===== config.mk =====
export PLATFORM = sky130hd
export DESIGN_NAME = seq_lock_fsm_flat
export DESIGN_NICKNAME = d
export VERILOG_FILES = /design/src/rtl/seq_lock_fsm_if.sv /design/src/rtl/seq_lock_fsm.sv /design/src/flat_wrapper.sv
export SDC_FILE = /design/constraint.sdc
export NUM_CORES = 1
export LEC_CHECK = 0
export CORE_MARGIN = 10
export CORE_UTILIZATION = 53
export CTS_BUF_LIST = sky130_fd_sc_hd__clkbuf_8
export CTS_CLUSTER_DIAMETER = 40
export CTS_CLUSTER_SIZE = 24
export DETAILED_ROUTE_END_ITERATION = 8
export PLACE_DENSITY_LB_ADDON = 0.2
export SYNTH_ARGS = -nofsm -noshare
export SYNTH_HDL_FRONTEND = slang
export SYNTH_SLANG_ARGS = --single-unit

===== constraint.sdc =====
create_clock -name clk -period 2.4 [get_ports clk]
set_clock_uncertainty 0.05 [all_clocks]
set_input_delay 0.36 -clock clk [delete_from_list [all_inputs] [get_ports clk]]
set_output_delay 0.36 -clock clk [all_outputs]
set_load 0.005 [all_outputs]

===== src/rtl/seq_lock_fsm_if.sv =====
// Bus between the lock controller and its user: switch/code inputs and status outputs.
interface seq_lock_fsm_if #(
  parameter int NUM_SW   = 4,
  parameter int CODE_LEN = 4,
  parameter int MAX_FAIL = 3
);
  localparam int IDXW = $clog2(NUM_SW);
  localparam int POSW = $clog2(CODE_LEN + 1);
  localparam int FCW  = $clog2(MAX_FAIL + 1);

  logic [NUM_SW-1:0]        sw;
  logic [CODE_LEN*IDXW-1:0] code_in;
  logic                     code_load;
  logic                     relock;
  logic [2:0]               state;
  logic [1:0]               z;
  logic                     unlock;
  logic                     alarm;
  logic [POSW-1:0]          pos;
  logic [FCW-1:0]           fail_cnt;

  modport master (
    output sw, code_in, code_load, relock,
    input  state, z, unlock, alarm, pos, fail_cnt
  );

  modport slave (
    input  sw, code_in, code_load, relock,
    output state, z, unlock, alarm, pos, fail_cnt
  );
endinterface


===== src/rtl/seq_lock_fsm.sv =====
// Switch-sequence lock: collects CODE_LEN presses, reports pass/fail only after the
// full entry, with entry timeout, consecutive-fail lockout and timed unlock.
module seq_lock_fsm #(
  parameter int NUM_SW      = 4,
  parameter int CODE_LEN    = 4,
  parameter logic [CODE_LEN*$clog2(NUM_SW)-1:0] DEFAULT_CODE = 8'hE4,
  parameter int TIMEOUT     = 16,
  parameter int OPEN_CYC    = 8,
  parameter int MAX_FAIL    = 3,
  parameter int LOCKOUT_CYC = 32
) (
  input logic          clk,
  input logic          reset,
  seq_lock_fsm_if.slave bus
);
  localparam int IDXW  = $clog2(NUM_SW);
  localparam int CODEW = CODE_LEN * IDXW;
  localparam int POSW  = $clog2(CODE_LEN + 1);
  localparam int FCW   = $clog2(MAX_FAIL + 1);
  localparam int TMAX0 = (TIMEOUT > OPEN_CYC) ? TIMEOUT : OPEN_CYC;
  localparam int TMAX  = (TMAX0 > LOCKOUT_CYC) ? TMAX0 : LOCKOUT_CYC;
  localparam int TW    = $clog2(TMAX + 1);
  localparam int NDIG  = 2 ** POSW;

  typedef enum logic [2:0] {
    S_IDLE    = 3'd0,
    S_ENTRY   = 3'd1,
    S_OPEN    = 3'd2,
    S_LOCKOUT = 3'd3
  } state_t;

  state_t            state_reg, state_next;
  logic [POSW-1:0]   pos_reg, pos_next, pos_inc;
  logic [FCW-1:0]    fail_reg, fail_next, fail_inc;
  logic [TW-1:0]     timer_reg;
  logic              timer_clear;
  logic              err_reg, err_next;
  logic [CODEW-1:0]  code_reg, code_next;
  logic [NUM_SW-1:0] sw_q;

  logic              press, multi, mismatch;
  logic              do_resolve, res_err;
  logic [IDXW-1:0]   digit;
  logic [IDXW-1:0]   digit_acc [NUM_SW+1];
  logic [IDXW-1:0]   code_digit [NDIG];

  // Encode the pressed switch index by OR-ing the indices of all set bits; only
  // meaningful for one-hot input, multi-hot is flagged separately as a mismatch.
  assign digit_acc[0] = '0;
  for (genvar gi = 0; gi < NUM_SW; gi++) begin : g_enc
    assign digit_acc[gi+1] = digit_acc[gi] | (bus.sw[gi] ? IDXW'(gi) : '0);
  end
  assign digit = digit_acc[NUM_SW];

  // Unpack the code register into digits; the table is padded to a power of two so
  // it can be indexed by pos directly.
  for (genvar gi = 0; gi < NDIG; gi++) begin : g_dig
    if (gi < CODE_LEN) begin : g_real
      assign code_digit[gi] = code_reg[gi*IDXW +: IDXW];
    end else begin : g_pad
      assign code_digit[gi] = '0;
    end
  end

  assign press    = (sw_q == '0) && (bus.sw != '0);
  assign multi    = (bus.sw & (bus.sw - NUM_SW'(1))) != '0;
  assign mismatch = multi || (digit != code_digit[pos_reg]);
  assign pos_inc  = pos_reg + POSW'(1);
  assign fail_inc = fail_reg + FCW'(1);

  // State and datapath registers, asynchronously reset.
  always_ff @(posedge clk or posedge reset) begin
    if (reset) begin
      state_reg <= S_IDLE;
      pos_reg   <= '0;
      fail_reg  <= '0;
      timer_reg <= '0;
      err_reg   <= 1'b0;
      code_reg  <= DEFAULT_CODE;
      sw_q      <= '0;
    end else begin
      state_reg <= state_next;
      pos_reg   <= pos_next;
      fail_reg  <= fail_next;
      timer_reg <= timer_clear ? '0 : timer_reg + TW'(1);
      err_reg   <= err_next;
      code_reg  <= code_next;
      sw_q      <= bus.sw;
    end
  end

  // Next-state logic: collect presses, resolve full/timed-out entries, time OPEN/LOCKOUT.
  always_comb begin
    state_next = state_reg;
    pos_next   = pos_reg;
    err_next   = err_reg;
    fail_next  = fail_reg;
    code_next  = code_reg;
    do_resolve = 1'b0;
    res_err    = 1'b0;

    case (state_reg)
      S_IDLE: begin
        if (press) begin
          if (CODE_LEN == 1) begin
            do_resolve = 1'b1;
            res_err    = mismatch;
          end else begin
            state_next = S_ENTRY;
            pos_next   = POSW'(1);
            err_next   = mismatch;
          end
        end
      end
      S_ENTRY: begin
        if (press) begin
          if (pos_inc == POSW'(CODE_LEN)) begin
            do_resolve = 1'b1;
            res_err    = err_reg | mismatch;
          end else begin
            pos_next = pos_inc;
            err_next = err_reg | mismatch;
          end
        end else if (timer_reg == TW'(TIMEOUT - 1)) begin
          do_resolve = 1'b1;
          res_err    = 1'b1;
        end
      end
      S_OPEN: begin
        if (bus.relock || (timer_reg == TW'(OPEN_CYC - 1))) begin
          state_next = S_IDLE;
        end
      end
      S_LOCKOUT: begin
        if (timer_reg == TW'(LOCKOUT_CYC - 1)) begin
          state_next = S_IDLE;
          fail_next  = '0;
        end
      end
      default: state_next = S_IDLE;
    endcase

    // A finished entry always starts the next one from scratch.
    if (do_resolve) begin
      pos_next = '0;
      err_next = 1'b0;
      if (!res_err) begin
        state_next = S_OPEN;
        fail_next  = '0;
      end else begin
        fail_next  = fail_inc;
        state_next = (fail_inc == FCW'(MAX_FAIL)) ? S_LOCKOUT : S_IDLE;
      end
    end

    if (bus.code_load && (state_reg == S_IDLE || state_reg == S_OPEN)) begin
      code_next = bus.code_in;
    end

    timer_clear = (state_next != state_reg) || (state_reg == S_ENTRY && press);
  end

  // Moore status decode from the state register.
  always_comb begin
    bus.z      = 2'b01;
    bus.unlock = 1'b0;
    bus.alarm  = 1'b0;
    case (state_reg)
      S_IDLE:    bus.z = 2'b01;
      S_ENTRY:   bus.z = 2'b10;
      S_OPEN:    begin bus.z = 2'b11; bus.unlock = 1'b1; end
      S_LOCKOUT: begin bus.z = 2'b00; bus.alarm  = 1'b1; end
      default:   bus.z = 2'b01;
    endcase
  end

  assign bus.state    = state_reg;
  assign bus.pos      = pos_reg;
  assign bus.fail_cnt = fail_reg;

endmodule


===== src/flat_wrapper.sv =====
// flat-port wrapper written by rule: the top's interface ports become plain ports
module seq_lock_fsm_flat 
#(
  parameter int NUM_SW      = 4,
  parameter int CODE_LEN    = 4,
  parameter logic [CODE_LEN*$clog2(NUM_SW)-1:0] DEFAULT_CODE = 8'hE4,
  parameter int TIMEOUT     = 16,
  parameter int OPEN_CYC    = 8,
  parameter int MAX_FAIL    = 3,
  parameter int LOCKOUT_CYC = 32
)
  (clk, reset, bus_sw, bus_code_in, bus_code_load, bus_relock, bus_state, bus_z, bus_unlock, bus_alarm, bus_pos, bus_fail_cnt);
  seq_lock_fsm_if #(.NUM_SW(NUM_SW), .CODE_LEN(CODE_LEN), .MAX_FAIL(MAX_FAIL)) bus_i ();
  input logic clk;
  input logic reset;
  input wire logic [$bits(bus_i.sw)-1:0] bus_sw;
  input wire logic [$bits(bus_i.code_in)-1:0] bus_code_in;
  input wire logic [$bits(bus_i.code_load)-1:0] bus_code_load;
  input wire logic [$bits(bus_i.relock)-1:0] bus_relock;
  output wire logic [$bits(bus_i.state)-1:0] bus_state;
  output wire logic [$bits(bus_i.z)-1:0] bus_z;
  output wire logic [$bits(bus_i.unlock)-1:0] bus_unlock;
  output wire logic [$bits(bus_i.alarm)-1:0] bus_alarm;
  output wire logic [$bits(bus_i.pos)-1:0] bus_pos;
  output wire logic [$bits(bus_i.fail_cnt)-1:0] bus_fail_cnt;
  assign bus_i.sw = bus_sw;
  assign bus_i.code_in = bus_code_in;
  assign bus_i.code_load = bus_code_load;
  assign bus_i.relock = bus_relock;
  assign bus_state = bus_i.state;
  assign bus_z = bus_i.z;
  assign bus_unlock = bus_i.unlock;
  assign bus_alarm = bus_i.alarm;
  assign bus_pos = bus_i.pos;
  assign bus_fail_cnt = bus_i.fail_cnt;
  seq_lock_fsm #(.NUM_SW(NUM_SW), .CODE_LEN(CODE_LEN), .DEFAULT_CODE(DEFAULT_CODE), .TIMEOUT(TIMEOUT), .OPEN_CYC(OPEN_CYC), .MAX_FAIL(MAX_FAIL), .LOCKOUT_CYC(LOCKOUT_CYC)) u_core (.clk(clk), .reset(reset), .bus(bus_i));
endmodule

Yosys cells after proc, flatten, opt, wreduce, memory -nomap -nowiden. Cells that the tools add are included.

Output and inout port bits: 12. Register bits after elaboration: 27. Input port bits: 16. Logic and storage cells: 84.

Equal/unequal tests: 13. Order comparisons: 1. Add/subtract/negate cells: 4. Multiplexer cells: 38. Reduce and logical (&&, ||, !) cells: 16. Bitwise gates (word level): 5.

Operators with widths (count): $mux 3 (9); $mux 2 (9); $mux 1 (14); $pmux 3 s4 (1); $reduce_bool 4->1 (2); $add 6x1->6 const B (1); $bmux 2 s3 (1); $eq 3x2->1 const B (2); $eq 6x3->1 const B (1); $eq 6x4->1 const B (1); $eq 6x5->1 const B (1); $mux 6 (1); $ne 3x1->1 const B (2); $pmux 2 s3 (1); $pmux 3 s2 (1); $and 4x4->4 (1); $ge 4x4->1 const B (1); $logic_not 4->1 (1); $logic_or 1x1->1 (4); $not 3->4 (1); $or 2x2->2 (2); $reduce_and 4->1 (1); $reduce_bool 2->1 (2); $sub 4x1->4 const B (1); 14 further kinds (16).

Logic depth before layout (Yosys ltp). Gate-level depths: netlist of the first run.

Word-level depth: 15. Depth in mapped cells: 7. Mapped depth without buffers: 7.

Least setup slack after synthesis of the first run. OpenSTA, ideal clock, no wires.

Path kind: register -> register. Start: reg u_core.pos_reg[0], in the netlist u_core.bus.pos[0]. End: reg u_core.fail_reg[1], in the netlist u_core.bus.fail_cnt[1]. Required time: 2228 ps. Cell stages (with the launch flop): 5. Clock period less this slack: 2032 ps. Setup time: 122 ps. Path buffers: 0. Arrival time: 1861 ps. Path slack: 368 ps. Cells stage by stage: dfrtp_1 mux4_1 nand4b_1 a311o_2 a32o_1.

Cells in the longest elaborated chain, start to end: 12. Elaborated cells on any way between the ends: 20. Classes of those cells: add/sub: 1; eq/ne: 2; mux: 11; bitwise: 2; reduce/logical: 4.

Ends and longest elaborated chain: start: declaration (line seq_lock_fsm.sv:33) `logic [POSW-1:0] pos_reg, pos_next, pos_inc;`; start signal: assignment (line seq_lock_fsm.sv:83) `pos_reg <= pos_next;`; $not 3->4 (implied by the code) (line seq_lock_fsm.sv:67) `assign mismatch = multi || (digit != code_digit[pos_reg]);`; $bmux 2 s3 (line seq_lock_fsm.sv:67); $mux 2 (implied by the code) (2 in a row) (line seq_lock_fsm.sv:67); $ne 2x2->1 (line seq_lock_fsm.sv:67); $logic_or 1x1->1 (line seq_lock_fsm.sv:67); $or 1x1->1 (line seq_lock_fsm.sv:119) `res_err = err_reg | mismatch;`; $mux 1 (line seq_lock_fsm.sv:117) `if (pos_inc == POSW'(CODE_LEN)) begin`; $mux 1 (line seq_lock_fsm.sv:116) `if (press) begin`; $mux 1 (line seq_lock_fsm.sv:102) `case (state_reg)`; $mux 2 (line seq_lock_fsm.sv:147) `if (!res_err) begin`; $mux 2 (line seq_lock_fsm.sv:144) `if (do_resolve) begin`; end signal: assignment (line seq_lock_fsm.sv:84) `fail_reg <= fail_next;`; end: declaration (line seq_lock_fsm.sv:34) `logic [FCW-1:0] fail_reg, fail_next, fail_inc;`.

Several ways; a longest one is shown, not always the timed one. The select of a mux whose other input is x is not followed. A chain may end at the register's enable or synchronous reset.

Final worst setup path of the first run.
Start: reg u_core.state_reg[0], in the netlist u_core.bus.state[0]. End: out bus_z[1].

Cells in the longest elaborated chain, start to end: 2. Elaborated cells on any way between the ends: 4. Classes of those cells: eq/ne: 3; mux: 1.

Ends and longest elaborated chain: start: declaration (line seq_lock_fsm.sv:32) `state_t state_reg, state_next;`; start signal: assignment (line seq_lock_fsm.sv:82) `state_reg <= state_next;`; $eq 3x2->1 / $eq 3x1->1 (equally long branches) (line seq_lock_fsm.sv:168) `case (state_reg)`; $pmux 2 s3 (*) (line seq_lock_fsm.sv:168); end: declaration (line flat_wrapper.sv:21) `output wire logic [$bits(bus_i.z)-1:0] bus_z;`.

Every way passes the cells marked *; elsewhere a longest branch is shown, timed or not.

==> results of run 1 <==
power groups by stage:
stage / Combinational (mW) / Clock (mW) / Sequential, mW
finish: 0.153 / 0.277 / 0.536
CTS: 0.156 / 0.280 / 0.536
global route: 0.170 / 0.292 / 0.543
detailed placement: 0.154 / 0 / 0.545
floorplan: 0.0920 / 0 / 0.534
global placement: 0.148 / 0 / 0.541
placed cells by master (no fill, tap or decap), drive strengths merged, types with 2 or more instances in the layout:
master / Yosys / routed
a21oi: 7 / 7
o211ai: 2 / 2
xor2: 2 / 2
and2: 5 / 5
or4: 2 / 2
nand2: 8 / 8
nor4: 3 / 3
nor2b: 5 / 5
clkdlybuf4s50: 0 / 27
xnor2: 2 / 2
nor2: 12 / 12
nand3: 7 / 7
dfstp: 4 / 4
mux2: 8 / 8
buf: 0 / 2
nor3b: 2 / 2
mux4: 2 / 2
inv: 5 / 5
o21ai: 7 / 7
ha: 4 / 4
clkbuf: 1 / 3
dfrtp: 23 / 23
a21o: 3 / 3
nor3: 2 / 2
worst max-delay path: stages (launching register included):
cell             delay [ns]
dfrtp_2                0.45
nor2b_1                0.16
inv_1                  0.14
nor2_1                 0.09
or2_2                  0.31
clkdlybuf4s50_1        0.46
cell type report:
| class | instances | share of cell area, % |
|---|---|---|
| clock buffers | 3 | 2.33 |
| clock inverters | 1 | 0.424 |
| inverters | 5 | 1.06 |
| multi-input cells | 98 | 39.5 |
| flip-flops and latches | 27 | 38.5 |
| well taps | 30 | 2.12 |
| repair buffers | 29 | 16.1 |
metrics by stage:
step	util [%]	area [um2]
6_report	70.9	1770
5_1_grt	70.9	1770
4_1_cts	70.8	1770
3_5_place_dp	68.9	1720
3_3_place_gp	68.9	1720
2_1_floorplan	-	1400
worst min-delay path by stage:
stage | from | endpoint | slack, ns | cells after the start
final | reset | u_core.err_reg$_DFFE_PP0P_ | 0.37 | 3
after detailed placement | u_core.timer_reg[0]$_DFF_PP0_ | u_core.timer_reg[0]$_DFF_PP0_ | 0.44 | 1
after global routing | reset | u_core.code_reg[0]$_DFFE_PP0P_ | 0.39 | 3
after CTS | reset | u_core.code_reg[0]$_DFFE_PP0P_ | 0.38 | 3
after global placement | u_core.timer_reg[0]$_DFF_PP0_ | u_core.timer_reg[0]$_DFF_PP0_ | 0.43 | 1
after floorplan | bus_sw[0] | u_core.sw_q[0]$_DFF_PP0_ | 0.34 | 0
repair_timing:
item,CTS,global route
hold buffers,0,0
endpoints found under the setup margin,0,1
buffers inserted,0,0
resized for setup,0,1
routing by layer:
metal | vias to the layer above | global-route usage, % | routed length (um)
met5 | - | 0 | 0
li1 | 537 | - | -
met2 | 48 | 21.3 | 1620
met1 | 557 | 14.9 | 1360
met3 | 7 | 4.41 | 222
met4 | 0 | 6.02 | 64
cells by family after synthesis:
kind of cell / after synthesis
buffers and inverters: 6
AND/OR/NAND/NOR: 53
flip-flops: 27
AO/OA/AOI/OAI: 26
other: 1
XOR/XNOR: 4
multiplexers: 10
adder cells (fa/ha/maj): 4
==> key figures, run 1 <==
Run status
  – Status: complete, no violations

Die
  – Core Region: around 2500 um2
  – Die span in y: 71.4 um
  – Die width: 71.4 um
  – Placement Rows: 18
  – Number of I/O pins: 28
  – Initial Utilization: around 56%
  – Die ar.: 5100 um2

Synthesis
  – Synth top area cells: dfrtp_1 41%, dfstp_2 7.5%, mux2_2 6.4%
  – Synthesized flop and latch total: 27
  – Sequential area share after synthesis: just under 50%
  – Synth area leader: dfrtp_1
  – Largest family of logic cells by synthesized area: simple AND/OR/NAND/NOR gates
  – Cell with the most instances after synthesis: dfrtp_1
  – Mean Syn Cell Area: 10.7 um2
  – Cell Area, Synth: between 1000 and 1500 um2
  – Top cell type's share of synthesized area: roughly two fifths
  – Synth top cells by count: 23 x dfrtp_1, 12 x nor2_1, 8 x mux2_2, 8 x nand2_1
  – Multiplexer area fraction after synthesis: under 10%
  – XOR/XNOR Fraction of Synth Area: under 10%
  – Simple-gate share of the synthesized area: a little over a fifth
  – EDFF count, synth: 0
  – Yosys warns: 0
  – Async set-reset flop share out of synthesis: between 90% and 100%
  – Post-synth top flop: dfrtp_1
  – Synth unique cells: 42
  – Syn Nets: approximately 150
  – Adder-Cell Fraction of Synth Area: between 3 and 4%
  – Syn Inst Count: 131
  – Synth Area in Compound Gates: between 10% and 20%

Global routing
  – First-pass GRT wire length: 5.49 mm
  – Initial antenna violation count: 0
  – GRT overflow: 0
  – Vias in the first global route: between 1000 and 1500
  – Total GRT Usage: a little over an eighth
  – Largest net degree at the start of global routing: 28

Drt
  – DR vias/cell: about 6.0
  – Final ANT Viol Nets: 0
  – Post-Route WL: 3.27 mm
  – DRT iter0 DRCs: 66
  – Via count: around 1100
  – Residual DRC count: 0
  – Drt pass-1 iters: 4
  – Avg WL per Cell: 16.9 um

STA
  – Hold Slack: approximately 0.37 ns
  – Max Slew Vio Count: 0
  – Max Freq: 0.437 GHz
  – Minimum clock period: 2.29 ns
  – Unrepaired setup endpoints after global routing: false
  – TNS Setup: 0 ns
  – # setup viols final: 0
  – Final Hold Vio Count: 0
  – Crit share post-route: between 90% and 100%
  – Setup ws final: between 0.1 and 0.15 ns

Final layout
  – Area grow syn2layout: 26.3%
  – Layout Nets: between 150 and 200
  – N_diodes: 0
  – Layout cell share with drive strength beyond 1: 17.2%
  – Non-filler cells, final: 193
  – Largest register FFs: 8
  – FILL cells: 190
  – Register area: 682 um2
  – Area of the multi-input gates: about 700 um2

Clocking
  – Htree depth: 1
  – Clk slew on worst S/H paths: about 0.10 ns
  – Clk Latency, worst-skew pair: between 0.2 and 0.3 ns
  – CTS tree: built
  – Num CTS Buffers: 3
  – Sink Count: 27
  – CTS max path bufs: 2
  – Root buffer cell: clkbuf_8

Power
  – Pleak: around 0.74 nW
  – Clock network power share: between 20% and 30%
  – Sw Ratio: about a quarter
  – Cell internal pwr: 0.714 mW
  – Net Switching: between 0.2 and 0.3 mW
  – Peak supply drop: between 0.5 and 0.6 mV
  – Sequential share of power: between 50% and 60%
  – Final Total Pwr: ~0.97 mW
  – Comb power frac: between 10% and 20%
  – Pwr dens: around 550 nW/um2

Worst setup path
  – Setup crit end kind: output pin
  – WP data arrival: approximately 1.9 ns
  – Crit-path max FO: 6
  – Setup CP Type: flop to output pin
  – CP startpoint kind: flop
  – Worst Setup SP: u_core.bus.state[0]$_DFF_PP0_
  – R2r setup slk: ~0.17 ns
  – Reg-to-reg critical path endpoint: u_core.bus.fail_cnt[1]$_DFFE_PP0P_
  – Reg2Reg Depth: 5
  – Crit path capture: bus_z[1]
  – Worst r2r src: u_core.bus.pos[0]$_DFFE_PP0P_
  – Worst path required time: around 2.0 ns

Flow run
  – Maxcap violations: 0

Placed design
  – Final Wtd Congestion: approximately 0.87
  – Post-DP HPWL: between 2 and 2.5 mm
  – Place WS: ~0.0093 ns
  – Port Buf Inserts: 27
  – Dpl cells: between 150 and 200

Min path
  – Hold Path Class: input pin to async pin
Power figures use the tool's default switching activity.
==> run 2: changes to the inputs <==
--- a/config.mk
+++ b/config.mk
@@ -6,7 +6,7 @@
 export NUM_CORES = 1
 export LEC_CHECK = 0
 export CORE_MARGIN = 10
-export CORE_UTILIZATION = 53
+export CORE_UTILIZATION = 48
 export CTS_BUF_LIST = sky130_fd_sc_hd__clkbuf_8
 export CTS_CLUSTER_DIAMETER = 40
 export CTS_CLUSTER_SIZE = 24
==> constraint.sdc (replaced) <==
create_clock -name clk -period 1.9 [get_ports clk]
set_clock_uncertainty 0.05 [all_clocks]
set_input_delay 0.285 -clock clk [delete_from_list [all_inputs] [get_ports clk]]
set_output_delay 0.285 -clock clk [all_outputs]
set_load 0.005 [all_outputs]
==> run 2 against run 1 <==
  * The flow now finishes with violations (setup timing)
  * Total power up 36%
  * Critical endpoint is now u_core.bus.fail_cnt[1]$_DFFE_PP0P_
  * Via count up 14%
  * Largest cell class unchanged
  * Worst hold slack worse by 0.16 ns
  * Flip-flop and latch count unchanged
  * Sequential power up 27%
  * First-iteration DRC count up 110%
  * Sequential share of layout area down 7.0 points
  * Global-route usage up 2.0 points
  * Critical path depth unchanged
==> key figures, run 2 (synthesis gave the netlist of run 1 again) <==
STA
  – Unrepaired setup endpoints after global routing: true
  – Max Freq: ~0.47 GHz
  – Final Hold Vio Count: 0 (unchanged)
  – Setup ws final: -0.221 ns (-0.333 ns)
  – Hold Slack: 0.206 ns (-0.160 ns)
  – Crit share post-route: 112%
  – Max Slew Vio Count: 0 (unchanged)
  – Minimum clock period: around 2.1 ns
  – # setup viols final: 10 (+10)

Final layout
  – Design area: 2170 um2 (+23%)
  – Area grow syn2layout: 54.8%
  – Final Util: 78.0% (+7.2 points)
  – Largest register FFs: 8 (unchanged)
  – Layout Nets: 211 (+15%)
  – Non-filler cells, final: 221 (+15%)
  – Most common cell after layout, fill and taps aside: buf_4
  – Layout cell share with drive strength beyond 1: 43.7% (+27 points)
  – Most frequent cells in the layout: 22 x buf_4, 20 x clkdlybuf4s50_1, 20 x dfrtp_1, 8 x nor2_1, 8 x mux2_2
  – N_diodes: 0 (unchanged)

Placed design
  – Placed cell area: 1850 um2 (+7.2%)
  – Final Wtd Congestion: 0.832 (-4.1%)
  – Port Buf Inserts: 27 (unchanged)
  – Dpl cells: 206 (+9.0%)
  – Post-DP HPWL: 2.74 mm (+9.9%)

Worst setup path
  – CP startpoint kind: flop
  – Worst path required time: 2.01 ns (+0.02 ns)
  – Setup crit end kind: flop
  – Reg2Reg Depth: 5 (unchanged)
  – Reg-to-reg critical path endpoint: u_core.bus.fail_cnt[1]$_DFFE_PP0P_
  – WP data arrival: 2.23 ns (+0.35 ns)
  – Worst r2r src: u_core.bus.pos[0]$_DFFE_PP0P_
  – Setup CP Type: flop to flop
  – Worst Setup SP: u_core.bus.pos[0]$_DFFE_PP0P_
  – Crit-path max FO: 4 (-2)
  – R2r setup slk: -0.22 ns (-0.39 ns)

Clocking
  – CTS Hold Bufs: 0 (unchanged)
  – Htree depth: 1 (unchanged)
  – Clk slew on worst S/H paths: 0.10 ns (about the same)
  – CTS max path bufs: 2 (unchanged)
  – Clk Latency, worst-skew pair: 0.27 ns (-0.02 ns)
  – Root buffer cell: clkbuf_8
  – Sink Count: 27 (unchanged)
  – Num CTS Buffers: 3 (unchanged)
  – CTS tree: built

Drt
  – Avg WL per Cell: 19.1 um (+13%)
  – Residual DRC count: 0 (unchanged)
  – Via count: 1312 (+14%)
  – Final ANT Viol Nets: 0 (unchanged)
  – Drt pass-1 iters: 4 (unchanged)
  – DR vias/cell: 5.94 (-0.28%)
  – Post-Route WL: 4.22 mm (+29%)
  – DRT iter0 DRCs: 136 (+110%)

Die
  – Placement Rows: 19 (+1)
  – Die width: 74.1 um (+3.7%)
  – Core Region: 2780 um2 (+11%)
  – Number of I/O pins: 28 (unchanged)
  – Initial Utilization: 50.4% (-5.7 points)
  – Die ar.: 5480 um2 (+7.4%)
  – Die span in y: 74.1 um (+3.7%)

Min path
  – Hold Path End: u_core.sw_q[2]$_DFF_PP0_
  – Hold depth: 1
  – Hold Path Class: input pin to flop
  – Hold Path Origin: bus_sw[2]

Global routing
  – Total GRT Usage: 15.0% (+2.0 points)
  – Largest net degree at the start of global routing: 28 (unchanged)
  – GRT overflow: 0 (unchanged)
  – Vias in the first global route: 1346 (+13%)
  – First-pass GRT wire length: 6.55 mm (+19%)
  – Initial antenna violation count: 0 (unchanged)

Power
  – Final Total Pwr: 1.31 mW (+36%)
  – Peak supply drop: 0.514 mV (+0.51%)
  – Pleak: 0.953 nW (+29%)
  – Pwr dens: 604 nW/um2 (+11%)

Flow run
  – Maxcap violations: 0 (unchanged)

Run status
  – Failing checks: setup timing
  – Status: complete, but fails checks
[run 2: cell types whose count changed in the layout (fill, tap and decap cells not counted), moves of 3 or more]
| cell | change |
|---|---|
| dlygate4sd2_1 | +3 |
| a21oi_1 | -3 |
| o21ai_0 | -3 |
| nor2_1 | -4 |
| nor2_4 | +3 |
| clkdlybuf4s50_1 | -7 |
| buf_6 | +6 |
| buf_4 | +20 |
| dlymetal6s2s_1 | +3 |
[run 2: layout make-up]
class	instances	area [um2]
tap	31	38.8
sequential	27	684
timing repair buffer	56	522
clock buffer	3	41.3
inverter	5	18.8
clock inverter	1	7.51
fill	169	611
multi-input combinational	98	858
[run 2: what timing repair did]
action	CTS	global route
setup buffers	4	7
setup endpoints to repair	17	16
gates resized for setup	21	35
pin swaps	3	21
[run 2: per-layer routing]
layer  global-route usage [%]  wire length [um]
met2                     26.4              2180
met3                     4.26               319
met5                        0                 0
met4                     4.14               126
met1                     17.2              1590
[run 2: stage by stage]
| stage | setup WS [ns] | setup TNS [ns] |
|---|---|---|
| 6_report | -0.221 | -1.04 |
| 5_1_grt | -0.256 | -2.00 |
| 4_1_cts | -0.170 | -0.583 |
| 3_5_place_dp | -0.435 | -4.28 |
| 3_3_place_gp | -0.282 | -3.12 |
| 2_1_floorplan | -0.0603 | -0.0888 |
[run 2: power breakdown]
part / internal, mW / switching (mW)
Clock: 0.149 / 0.191
Combinational: 0.171 / 0.121
Sequential: 0.637 / 0.0422
[run 2: critical path, cell delays in order (launching register included)]
cell and delay (ns):
dfrtp_2 0.42, mux4_2 0.59, nor3b_2 0.18, o211ai_1 0.16, a311o_2 0.38, a32o_1 0.23
[run 2: worst max-delay path by stage]
stage	end	slack, ns	depth (start not counted)
floorplan	u_core.bus.fail_cnt[1]$_DFFE_PP0P_	-0.06	5
global placement	u_core.timer_reg[0]$_DFF_PP0_	-0.28	6
detailed placement	u_core.timer_reg[1]$_DFF_PP0_	-0.43	6
CTS	u_core.bus.fail_cnt[1]$_DFFE_PP0P_	-0.17	5
global route	u_core.bus.state[1]$_DFF_PP0_	-0.26	6
finish	u_core.bus.fail_cnt[1]$_DFFE_PP0P_	-0.22	5
==> variant (config.mk and constraints of run 2) <==
`LOCKOUT_CYC` is set to 32 in 2 places; all go to 64.
--- a/src/rtl/seq_lock_fsm.sv
+++ b/src/rtl/seq_lock_fsm.sv
@@ -7,7 +7,7 @@
   parameter int TIMEOUT     = 16,
   parameter int OPEN_CYC    = 8,
   parameter int MAX_FAIL    = 3,
-  parameter int LOCKOUT_CYC = 32
+  parameter int LOCKOUT_CYC = 64
 ) (
   input logic          clk,
   input logic          reset,
--- a/src/flat_wrapper.sv
+++ b/src/flat_wrapper.sv
@@ -7,7 +7,7 @@
   parameter int TIMEOUT     = 16,
   parameter int OPEN_CYC    = 8,
   parameter int MAX_FAIL    = 3,
-  parameter int LOCKOUT_CYC = 32
+  parameter int LOCKOUT_CYC = 64
 )
   (clk, reset, bus_sw, bus_code_in, bus_code_load, bus_relock, bus_state, bus_z, bus_unlock, bus_alarm, bus_pos, bus_fail_cnt);
   seq_lock_fsm_if #(.NUM_SW(NUM_SW), .CODE_LEN(CODE_LEN), .MAX_FAIL(MAX_FAIL)) bus_i ();
Function: no difference found for any inputs over 10 cycles, from zero or initial values and one cycle with reset high; that may be too few to reach the edited logic, so the function may still have changed.
==> variant against run 2 <==
- the run still ends with negative setup slack left
- final area up 13%
- power up 14%
- routed wire length up 15%
- synthesized area up 13%
- worst setup slack worse by 0.10 ns
- sequential cell count up 1
- worst hold slack better by 0.11 ns
- critical path depth up 3
- critical endpoint is now u_core.err_reg$_DFFE_PP0P_
- largest cell class unchanged
==> variant: results (changes against run 2) <==
GRT
  – Vias in the first global route: 1597 (was 1346)
  – First-pass GRT wire length: 7.438 mm (was 6.548 mm)
  – Gr usage total: 14.49% (was 14.98%)
  – Largest net degree at the start of global routing: 29 (was 28)

Routing
  – Total length of routed met3 wires: 350 um (was 319 um)
  – M1 wire length: 1.993 mm (was 1.589 mm)
  – Drt first-iter violations: 147 (was 136)

Clocking
  – CTS Buf Count: 3 (unchanged)
  – Clock transition at path regs: 0.10 ns (about the same)

Worst setup path
  – Worst reg2reg setup slack: -0.33 ns (was -0.22 ns)
  – RR Endpoint: u_core.err_reg$_DFFE_PP0P_ (was u_core.bus.fail_cnt[1]$_DFFE_PP0P_)
  – CP arrival: 2.33 ns (was 2.23 ns)
  – Reg2Reg Depth: 8 (was 5)

Yosys
  – Post-Synth XOR/XNOR Area: 2.762% (was 2.498%)
  – Mux cell area share after synthesis: 9.471% (was 9.902%)
  – Compound-cell area share of the yosys netlist: 16.65% (was 12.31%)
  – Seq/Total Area, Yosys: 44.51% (was 48.53%)
  – Synth unique cells: 47 (was 42)
  – Synth Net Count: 168 (was 151)
  – Ranking of synthesized cells by area: dfrtp_1, dfstp_2, mux2_2, nand2_1, ha_1 (was dfrtp_1, dfstp_2, mux2_2, ha_1, nor2_1)
  – Adder and majority cell fraction of the synthesized area: 3.157% (was 3.568%)

Final layout
  – Layout cell share with drive strength beyond 1: 42.08% (was 43.68%)
  – Filler cells: 199 (was 169)

Timing
  – Setup WS post-layout: -0.3251 ns (was -0.2212 ns)
  – Hold WS: 0.3157 ns (was 0.2059 ns)
  – Final setup fails: 15 (was 10)

Power and ir drop
  – Leak pwr: 1.064 nW (was 0.9535 nW)
  – Maximum vdd drop: 0.0004422 V (was 0.0005139 V)

Status
  – Status: complete, but fails checks (unchanged)
  – Failing checks: negative setup slack (unchanged)

Placed design
  – HPWL after DPL: 3.219 mm (was 2.738 mm)
  – DP Worst Slack: -0.5537 ns (was -0.4348 ns)
  – Routability cong.: 0.8547 (was 0.8323)

Min path
  – Hold WC Path Type: primary input to async pin (was primary input to register)
## variant: worst max path at each step
stage	from	to	slack (ns)	cells past startpoint
finish	u_core.bus.pos[0]$_DFFE_PP0P_	u_core.err_reg$_DFFE_PP0P_	-0.33	8
global route	u_core.bus.pos[0]$_DFFE_PP0P_	u_core.err_reg$_DFFE_PP0P_	-0.42	8
CTS	u_core.sw_q[2]$_DFF_PP0_	u_core.timer_reg[0]$_DFF_PP0_	-0.31	6
detailed placement	bus_sw[1]	u_core.bus.state[1]$_DFF_PP0_	-0.55	8
global placement	bus_sw[1]	u_core.bus.state[1]$_DFF_PP0_	-0.54	8
floorplan	u_core.bus.pos[0]$_DFFE_PP0P_	u_core.bus.state[1]$_DFF_PP0_	-0.13	5
## variant: report_power, final
part           leakage (nW)  switching (mW)  internal [mW]
Combinational         0.690           0.169          0.238
Sequential            0.346          0.0404          0.662
Clock                0.0288           0.195          0.186
Total                  1.06           0.404           1.09
## variant: through the flow
step / area (um2) / instances / setup TNS [ns]
after CTS: 2354 / 262 / -3.130
after global placement: 2197 / 256 / -6.418
after detailed placement: 2197 / 256 / -6.754
final: 2456 / 265 / -3.432
after global routing: 2456 / 265 / -4.360
after floorplan: 1587 / 148 / -0.9779
## variant: cell families after synthesis
logic type | count (synthesis)
simple gates | 56
fa+ha+maj | 4
flops | 28
buf+inv | 11
xor+xnor | 5
other cells | 1
compound gates | 32
mux | 11
## variant: area by class of cell
class                      instances  share of cell area [%]
multi-input combinational        109                   39.74
sequential                        28                   28.83
timing repair buffer              73                   25.88
clock buffer                       4                   2.241
tap                               44                   2.241
inverter                           7                   1.070
## variant: critical path: stages, from the launching register on
cell      delay (ns)
dfrtp_2         0.42
buf_6           0.11
mux4_2          0.50
buf_6           0.15
nor4b_4         0.30
a311oi_4        0.08
buf_4           0.16
o211ai_1        0.19
nand3_1         0.14
## variant: timing repair
action,CTS,global route
pin swaps,3,7
setup endpoints to repair,17,16
resized for setup,18,15
buffers inserted,2,3
hold buffers,0,0
## variant: layer usage
metal | track usage [%] | vias up
met3 | 3.226 | 18
met4 | 4.562 | 0
li1 | - | 701
met5 | 0 | -
met2 | 24.92 | 70
met1 | 17.51 | 753
